===== src/rtl/alu_pkg.sv =====
// ============================================================================
// Module      : alu_pkg
// Description : Shared ALU datapath constants (FSM encoding, opcodes).
// Revision    : 1.0 - initial release
// ============================================================================
`default_nettype none

package alu_pkg;

  localparam logic [1:0] IDLE = 2'd0;
  localparam logic [1:0] RUN  = 2'd1;
  localparam logic [1:0] DONE = 2'd2;

  localparam logic OP_ADD = 1'b0;
  localparam logic OP_SUB = 1'b1;

endpackage : alu_pkg

`default_nettype wire


===== src/rtl/serial_add_sub_fac.sv =====
// ============================================================================
// Module      : FAC
// Description : Single-bit full-adder cell, chained to form the adder slice.
// Revision    : 1.0 - initial release
// ============================================================================
`default_nettype none

module FAC (
  input  logic x,
  input  logic y,
  input  logic c_in,
  output logic z,
  output logic c_out
);

  assign z     = x ^ y ^ c_in;
  assign c_out = (x & y) | (c_in & (x ^ y));

endmodule : FAC

`default_nettype wire


===== src/rtl/serial_add_sub.sv =====
// ============================================================================
// Module      : serial_add_sub
// Description : Multi-cycle W-bit adder/subtractor, K bits per clock, LSB first.
// Revision    : 1.0 - initial release
// ============================================================================
`default_nettype none

module serial_add_sub
  import alu_pkg::*;
#(
  parameter int W = 8,
  parameter int K = 1
) (
  input  logic         clk,
  input  logic         rst_b,
  input  logic         start,
  input  logic         sub,
  input  logic [W-1:0] x,
  input  logic [W-1:0] y,
  output logic         ready,
  output logic         done,
  output logic [W-1:0] z,
  output logic         carry,
  output logic         ovf,
  output logic         zero,
  output logic         neg
);

  localparam int N  = W / K;
  localparam int CW = (N > 1) ? $clog2(N) : 1;
  localparam logic [CW-1:0] c_LAST = CW'(N - 1);

  logic [1:0]    r_state;
  logic [W-1:0]  r_a;
  logic [W-1:0]  r_b;
  logic [W-1:0]  r_acc;
  logic          r_cin;
  logic [CW-1:0] r_cnt;
  logic [W-1:0]  r_z;
  logic          r_carry;
  logic          r_ovf;
  logic          r_zero;
  logic          r_neg;

  logic [K:0]    w_c;
  logic [K-1:0]  w_sum;
  logic [W-1:0]  w_acc_nxt;
  logic          w_last;

  assign w_c[0] = r_cin;

  for (genvar i = 0; i < K; i++) begin : g_cell
    FAC u_fac (
      .x     (r_a[i]),
      .y     (r_b[i]),
      .c_in  (w_c[i]),
      .z     (w_sum[i]),
      .c_out (w_c[i+1])
    );
  end

  // Sum bits enter the result register from the top, so after N chunks
  // the first (LSB) chunk has travelled down to bit 0.
  if (K == W) begin : g_full
    assign w_acc_nxt = w_sum;
  end else begin : g_part
    assign w_acc_nxt = {w_sum, r_acc[W-1:K]};
  end

  assign w_last = (r_cnt == c_LAST);

  always_ff @(posedge clk or negedge rst_b) begin
    if (!rst_b) begin
      r_state <= IDLE;
      r_a     <= '0;
      r_b     <= '0;
      r_acc   <= '0;
      r_cin   <= 1'b0;
      r_cnt   <= '0;
      r_z     <= '0;
      r_carry <= 1'b0;
      r_ovf   <= 1'b0;
      r_zero  <= 1'b0;
      r_neg   <= 1'b0;
    end else begin
      case (r_state)
        IDLE: begin
          if (start) begin
            r_a     <= x;
            r_b     <= y ^ {W{sub == OP_SUB}};
            r_cin   <= (sub == OP_SUB);
            r_cnt   <= '0;
            r_state <= RUN;
          end
        end
        RUN: begin
          r_a   <= r_a >> K;
          r_b   <= r_b >> K;
          r_acc <= w_acc_nxt;
          r_cin <= w_c[K];
          r_cnt <= r_cnt + 1'b1;
          if (w_last) begin
            r_state <= DONE;
            r_z     <= w_acc_nxt;
            r_carry <= w_c[K];
            // w_c[K-1] is the carry into bit W-1 (r_cin when K = 1)
            r_ovf   <= w_c[K] ^ w_c[K-1];
            r_zero  <= ~|w_acc_nxt;
            r_neg   <= w_acc_nxt[W-1];
          end
        end
        DONE:    r_state <= IDLE;
        default: r_state <= IDLE;
      endcase
    end
  end

  assign ready = (r_state == IDLE);
  assign done  = (r_state == DONE);
  assign z     = r_z;
  assign carry = r_carry;
  assign ovf   = r_ovf;
  assign zero  = r_zero;
  assign neg   = r_neg;

endmodule : serial_add_sub

`default_nettype wire


===== config.mk =====
export PLATFORM = sky130hd
export DESIGN_NAME = serial_add_sub
export DESIGN_NICKNAME = d
export VERILOG_FILES = /design/src/rtl/alu_pkg.sv /design/src/rtl/serial_add_sub_fac.sv /design/src/rtl/serial_add_sub.sv
export SDC_FILE = /design/constraint.sdc
export NUM_CORES = 1
export LEC_CHECK = 0
export CAP_MARGIN = 20
export CORE_MARGIN = 2
export CORE_UTILIZATION = 57
export CTS_BUF_LIST = sky130_fd_sc_hd__clkbuf_8
export CTS_CLUSTER_SIZE = 40
export DETAILED_ROUTE_END_ITERATION = 8
export PLACE_DENSITY = 0.93
export SLEW_MARGIN = 20
export SYNTH_ARGS = -nofsm -noshare
export SYNTH_HDL_FRONTEND = slang
export SYNTH_HIERARCHICAL = 1
export SYNTH_SLANG_ARGS = --single-unit

===== constraint.sdc =====
create_clock -name clk -period 3 [get_ports clk]
set_input_delay 0.6 -clock clk [delete_from_list [all_inputs] [get_ports clk]]
set_output_delay 0.6 -clock clk [all_outputs]
set_load 0.005 [all_outputs]

# Word-level counts from Yosys, hierarchy flattened
# Index checks and enable logic that the tools add are counted.
# word_totals
regBits,42
input_bits,20
# op_classes
addsub,1
n_eq_ne,5
n_mux,11
bitwise_logic,7
n_reduce_logical,7
# ops
cell,count
case mux 8 bit (2 select lines),2
2-to-1 mux 8 bit,2
OR reduction 8 bit,1
bitwise XOR 8 bit,1
case mux 3 bit (2 select lines),1
AND reduction 2 bit,3
2-to-1 mux 2 bit,2
"inequality test 2 bit, second input constant",2
case mux 2 bit (2 select lines),1
"adder 3 x 1 -> 3 bit, second input constant",1
"equality test 3 bit, second input constant",1
2-to-1 mux 3 bit,1
bitwise XOR 1 bit,3
AND 1 bit,2
"equality test 2 x 1 -> 1 bit, second input constant",1
"equality test 2 bit, second input constant",1
zero test 2 bit,1
case mux 1 bit (2 select lines),1
nonzero test 2 bit,1
zero test 1 bit,1
2-to-1 mux 1 bit,1
bitwise OR 1 bit,1

# Depth between registers and ports, before layout
# Gate-level depths: netlist of the first run.
# logic_depth
ltp_word,4
mapped_depth,6

# Modules after synthesis
# The synthesis of the first run kept the hierarchy.
# by_module_without_submodules
mod,n_inst,cells_per_inst,area_per_inst_um2,seq_area_each_um2
serial_add_sub,1,151,1766.7,1001.0
FAC,1,1,20.0,0.0

# Worst setup path after synthesis of the first run
# No wires, ideal clock.
# synth_path
path_type,register to register
start,register r_cnt[0]
end,"register r_carry, in the netlist carry"
setup_time_ns,0.128
arrival_time_ns,1.393
required_ns,2.872
setup_slack_ns,1.480
stages_incl_launch_ff,6
path_buffers,1
synth_period_minus_slack_ns,1.520
cell_sequence,dfrtp_1 > ha_1 > ha_1 > nand3b_2 > buf_2 > mux2_1
# synth_via
elab_chain_cells,2
# synth_lines
element,line_no,source
start: declaration,serial_add_sub.sv:38,logic [CW-1:0] r_cnt;
start signal: assignment,serial_add_sub.sv:101,r_cnt <= r_cnt + 1'b1;
equality test 3 bit,serial_add_sub.sv:70,assign w_last = (r_cnt == c_LAST);
AND reduction 2 bit (no line),--,
end signal: assignment,serial_add_sub.sv:105,r_carry <= w_c[K];
end: declaration,serial_add_sub.sv:40,logic r_carry;
# Every way passes these cells.
# A chain may end at the register's enable or synchronous reset.

# Final worst setup path of the first run
# layout_path
start,register r_state[1]
end,output port done
# layout_via
elab_chain_cells,1
# layout_lines
element,line_no,source
start: declaration,serial_add_sub.sv:33,logic [1:0] r_state;
start signal: assignment,serial_add_sub.sv:74,r_state <= IDLE;
start signal: assignment,serial_add_sub.sv:93,r_state <= RUN;
start signal: assignment,serial_add_sub.sv:103,r_state <= DONE;
equality test 2 bit,serial_add_sub.sv:119,assign done = (r_state == DONE);
end: declaration,serial_add_sub.sv:21,"output logic done,"
# Every way passes these cells.

==> results of run 1 <==
## through the flow
step	power [mW]	instances	util, %	cell area (um2)
after global placement	1.618	219	69.67	2110
after floorplan	1.394	152	-	1787
after detailed placement	1.685	219	69.67	2110
after global routing	2.195	226	72.85	2206
after CTS	2.063	226	72.85	2206
final	2.044	226	72.85	2206
## layout by cell type, fill, tap and decap left out
cell type and count:
clkdlybuf4s50_1 32, nor2_1 3, dfrtp_1 40, mux2_2 8, a21oi_1 3, fa_1 1
o21ai_0 10, and2b_1 2, mux2_1 9, clkbuf_8 7, o21bai_2 1, a32o_1 1
xnor2_1 9, o21ai_1 1, o221ai_1 6, buf_2 1, nor2b_1 4, nand3b_2 1
o211ai_1 1, nor4_1 2, a22o_1 2, ha_1 2, inv_1 3, a22oi_1 9
nand2_1 24
## power groups by stage
stage,logic [mW],clock network [mW],registers (mW)
2_1_floorplan,0.493,0,0.901
3_3_place_gp,0.662,0,0.956
3_5_place_dp,0.709,0,0.976
4_1_cts,0.711,0.383,0.969
5_1_grt,0.785,0.407,1.00
6_report,0.697,0.381,0.966
## sequential cells by signal (all words and copies together), names as in the netlist
| signal | count |
|---|---|
| ovf | 1 |
| carry | 1 |
| r_cnt | 3 |
| r_a | 8 |
| zero | 1 |
| r_acc | 7 |
| r_state | 2 |
| z | 8 |
| r_cin | 1 |
| r_b | 8 |
## critical path, stage by stage, from the launching register on
cell and delay, ns:
dfrtp_1 0.71, nor2b_1 0.19, clkdlybuf4s50_1 0.51
## layer usage
layer	GRT usage (%)	wire (um)
met1	25.50	1420
met2	37.11	1707
met3	6.926	168
met4	6.349	30
met5	0	0
## cell families after synthesis
kind of cell	synth area share [%]
compound gates	13.23
xor+xnor	4.412
fa+ha+maj	2.521
mux	10.71
buf+inv	3.851
simple gates	9.243
flops	56.02
## final cells by class
class                   count  area [um2]  share of cell area, %
clock buffers               7       96.34                  4.368
multi-input cells          99       716.9                  32.50
flip-flops and latches     40        1001                  45.38
well taps                  44       55.05                  2.496
inverters                   3       11.26                 0.5105
repair buffers             33       325.3                  14.75
## worst paths after layout
kind	slack, ns	startpoint	to	cells after the start
setup / recovery	0.68	r_state[1]	done	2
hold / removal	0.42	rst_b	r_b[0]	1
setup reg to reg	1.14	r_state[0]	r_acc[3]	2
hold reg to reg	0.48	zero	zero	2
max in group asynchronous	2.04	rst_b	ovf	1
min in group clk	0.48	zero	zero	2
==> flow_summary.ini, run 1 <==
[global_route]
antenna_found_initial = 0
grt.overflow.total = 0
grt_max_degree = 41
grt_usage_pct = 21.50
grt_pass1_vias = 1308
grt_pass1_wl_um = 5644

[run]
drv_cap = 0

[placed_design]
dp_hpwl_um = 2338
port_buffers = 33
gp_congestion = 0.7646
pre_cts_ws_ns = 0.9533

[synth]
synth_edf_count = 0
syn_area_um2 = 1787
yosysTopAreaCell = dfrtp_1
synthesis.nets = 175
synth_warnings = 6
ys_seq_elements = 40
postSynthAreaPerCell_um2 = 11.75
synth.area.top_cells = dfrtp_1 (56%), mux2_1 (5.7%), mux2_2 (5.0%)
ys_types = 26
async_reset_ff_share_pct = 100.0
ys.flop_type = dfrtp_1
synth-seq-area-share_pct = 56.02
yosysMostFrequentCell = dfrtp_1
synth_top_area_share_pct = 56.02
synth_top_cells_by_count = dfrtp_1 (40), nand2_1 (24), o21ai_0 (10)
syn_inst = 152

[die]
rows = 20
floorplan.initialDensity_pct = 59.01
io_pins = 34
chipHeight_um = 59.99
core_area_um2 = 3028
die_w_um = 59.99
die-area_um2 = 3598

[clocking]
clkSlewWorstSetupHoldPaths_ns = 0.08
cts_tree = built
cts_setup_buffers = 0
clk_latency_ns = 0.29
numCtsBuffers = 5
cts.path.max_buffers = 2
cts-root-buf = clkbuf_8
cts_resized = 0
cts-hold-fix-buffers = 0
clkSinkCount = 40
cts_max_level = 2

[power_and_ir_drop]
p_comb_share_pct = 34.1
p_sw_uw = 654.2
leakagePower_nw = 0.9361
p_seq_share_pct = 47.3
ir_worst_vdd_mv = 0.4002
p_int_mw = 1.389
power_density_nw_per_um2 = 926.5
p_sw_share_pct = 32.01
clockPowerShare_pct = 18.6

[finish]
drive_gt1_share_pct = 9.890
nNetsFinal = 205
n_antenna_cell = 0
area_growth_pct = 23.46
fillers = 234

[sta]
period_minus_slack_ns = 2.316
setup-violations-final = 0
clock.fmax_ghz = 0.4319
skew_ns = 0.01034
worst_slew_pin_slew_ns = 0.8681
slew_viol_final = 0
slew_headroom_pct = 42.13
fin_crit_sh_pct = 77.19
timing.hold.ws_ns = 0.4218
fin_ws_ns = 0.6844
hold_viol = 0
setup_tns_ns = 0
grt_setup_unrepaired = no

[route]
drt_first_pass_iters = 4
drc = 0
wl_um = 3327
vias = 1252
drt_iter0_drc = 17
viasPerCell = 5.540
wl_per_cell_um = 14.72
ant_nets = 0

[critical_path]
cp.required_ns = 2.40
crit_type = flop to output pin
endpoint_kind = output pin
arrival_ns = 1.72
critPathLaunchType = flop
crit_fanout = 22

[hold_path]
hp-class = input pin to asynchronous set/reset pin

[run_status]
status = finished clean
No activity file was read; power rests on OpenSTA's default activity.
==> run 2: changes to the inputs <==
--- a/config.mk
+++ b/config.mk
@@ -7,11 +7,11 @@
 export LEC_CHECK = 0
 export CAP_MARGIN = 20
 export CORE_MARGIN = 2
-export CORE_UTILIZATION = 57
+export CORE_UTILIZATION = 53
 export CTS_BUF_LIST = sky130_fd_sc_hd__clkbuf_8
 export CTS_CLUSTER_SIZE = 40
 export DETAILED_ROUTE_END_ITERATION = 8
-export PLACE_DENSITY = 0.93
+export PLACE_DENSITY = 0.88
 export SLEW_MARGIN = 20
 export SYNTH_ARGS = -nofsm -noshare
 export SYNTH_HDL_FRONTEND = slang
==> constraint.sdc (replaced) <==
create_clock -name clk -period 2.2 [get_ports clk]
set_input_delay 0.44 -clock clk [delete_from_list [all_inputs] [get_ports clk]]
set_output_delay 0.44 -clock clk [all_outputs]
set_load 0.005 [all_outputs]
==> flow_summary.ini, run 2 (same netlist as run 1, synthesis figures left out) <==
[run_status]
status = finished clean

[clocking]
clkSinkCount = 40
clk_latency_ns = 0.30
numCtsBuffers = 5
cts.path.max_buffers = 2
cts-hold-fix-buffers = 0
clkSlewWorstSetupHoldPaths_ns = 0.07
cts_tree = built
cts_setup_buffers = 0
cts_max_level = 2
cts_resized = 0
cts-root-buf = clkbuf_8

[global_route]
grt_usage_pct = 21.26
antenna_found_initial = 0
grt_max_degree = 41
grt.overflow.total = 0
grt_pass1_wl_um = 5727
grt_pass1_vias = 1263

[route]
drt_first_pass_iters = 4
vias = 1273
viasPerCell = 5.559
wl_per_cell_um = 14.94
wl_um = 3422
drc = 0
ant_nets = 0
drt_iter0_drc = 64

[critical_path]
crit_fanout = 13
r2r_slack_ns = 0.45
endpoint_kind = output pin
crit_type = flop to output pin
arrival_ns = 1.54
cp.required_ns = 1.76
critPathLaunchType = flop

[run]
drv_cap = 0

[die]
chipHeight_um = 62.06
floorplan.initialDensity_pct = 54.40
io_pins = 34
rows = 21
core_area_um2 = 3284
die-area_um2 = 3851
die_w_um = 62.06

[power_and_ir_drop]
ir_worst_vdd_mv = 0.6041
clockPowerShare_pct = 15.8
leakagePower_nw = 0.9369
p_int_mw = 1.842
power_mw = 2.729
p_sw_share_pct = 32.50
p_comb_share_pct = 36.8
power_density_nw_per_um2 = 1239
p_seq_share_pct = 47.5
p_sw_uw = 887.2

[finish]
nNetsFinal = 208
final_cell_mix = dfrtp_1 (40), clkdlybuf4s50_1 (32), nand2_1 (24)
area_growth_pct = 23.32
design_area_um2 = 2203
n_antenna_cell = 0
drive_gt1_share_pct = 10.38
layout_commonest_cell = dfrtp_1

[sta]
period_minus_slack_ns = 1.985
slew_viol_final = 0
grt_setup_unrepaired = no
hold_viol = 0
setup_tns_ns = 0
fin_ws_ns = 0.2152
fin_crit_sh_pct = 90.22
clock.fmax_ghz = 0.5038
skew_ns = 0.003318
setup-violations-final = 0
worst_slew_pin_slew_ns = 0.8674
slew_headroom_pct = 42.17

[hold_path]
hp-class = input pin to asynchronous set/reset pin

[placed_design]
port_buffers = 33
pre_cts_ws_ns = 0.3556
dp_hpwl_um = 2422
gp_congestion = 0.7608
placed_area_um2 = 2135
## run 2: cell count changes in the layout (fill, tap and decap cells not counted)
cell	change
clkbuf_8	-2
buf_4	+3
## run 2: cell type report
class | count | area [um2]
fill | 268 | 1081
sequential | 40 | 1001
multi-input combinational | 99 | 716.9
timing repair buffer | 36 | 347.8
clock buffer | 5 | 68.82
tap | 46 | 57.56
inverter | 3 | 11.26
## run 2: power by group through the flow
stage | Combinational, mW | Sequential [mW] | Clock, mW
floorplan | 0.673 | 1.23 | 0
global placement | 0.957 | 1.28 | 0
detailed placement | 1.02 | 1.30 | 0
CTS | 1.02 | 1.29 | 0.440
global route | 1.13 | 1.34 | 0.476
finish | 1.00 | 1.30 | 0.430
## run 2: critical path, stage by stage (launching register included)
cell             delay (ns)
dfrtp_1                0.55
nor2b_1                0.18
clkdlybuf4s50_1        0.51
## run 2: final timing paths
| check | start | to | cells past startpoint |
|---|---|---|---|
| worst min-delay path | rst_b | zero | 1 |
| worst max register to register | r_state[1] | r_acc[1] | 3 |
| worst max-delay path | r_state[1] | done | 2 |
| max in group asynchronous | rst_b | r_state[0] | 1 |
| worst min register to register | zero | zero | 2 |
| min in group clk | zero | zero | 2 |
## run 2: per-layer routing
layer | part of all wire (%) | GRT usage (%)
met5 | 0 | 0
met4 | 2.4 | 10.94
met3 | 4.8 | 4.969
met2 | 51 | 35.57
met1 | 42 | 25.51
## run 2: per-stage QoR
stage	std cells	hold WS, ns	utilization [%]
after floorplan	152	0.1444	-
after global placement	224	0.4608	64.99
after detailed placement	224	0.4696	64.99
after CTS	229	0.2803	67.09
after global routing	229	0.3244	67.09
final	229	0.2594	67.09
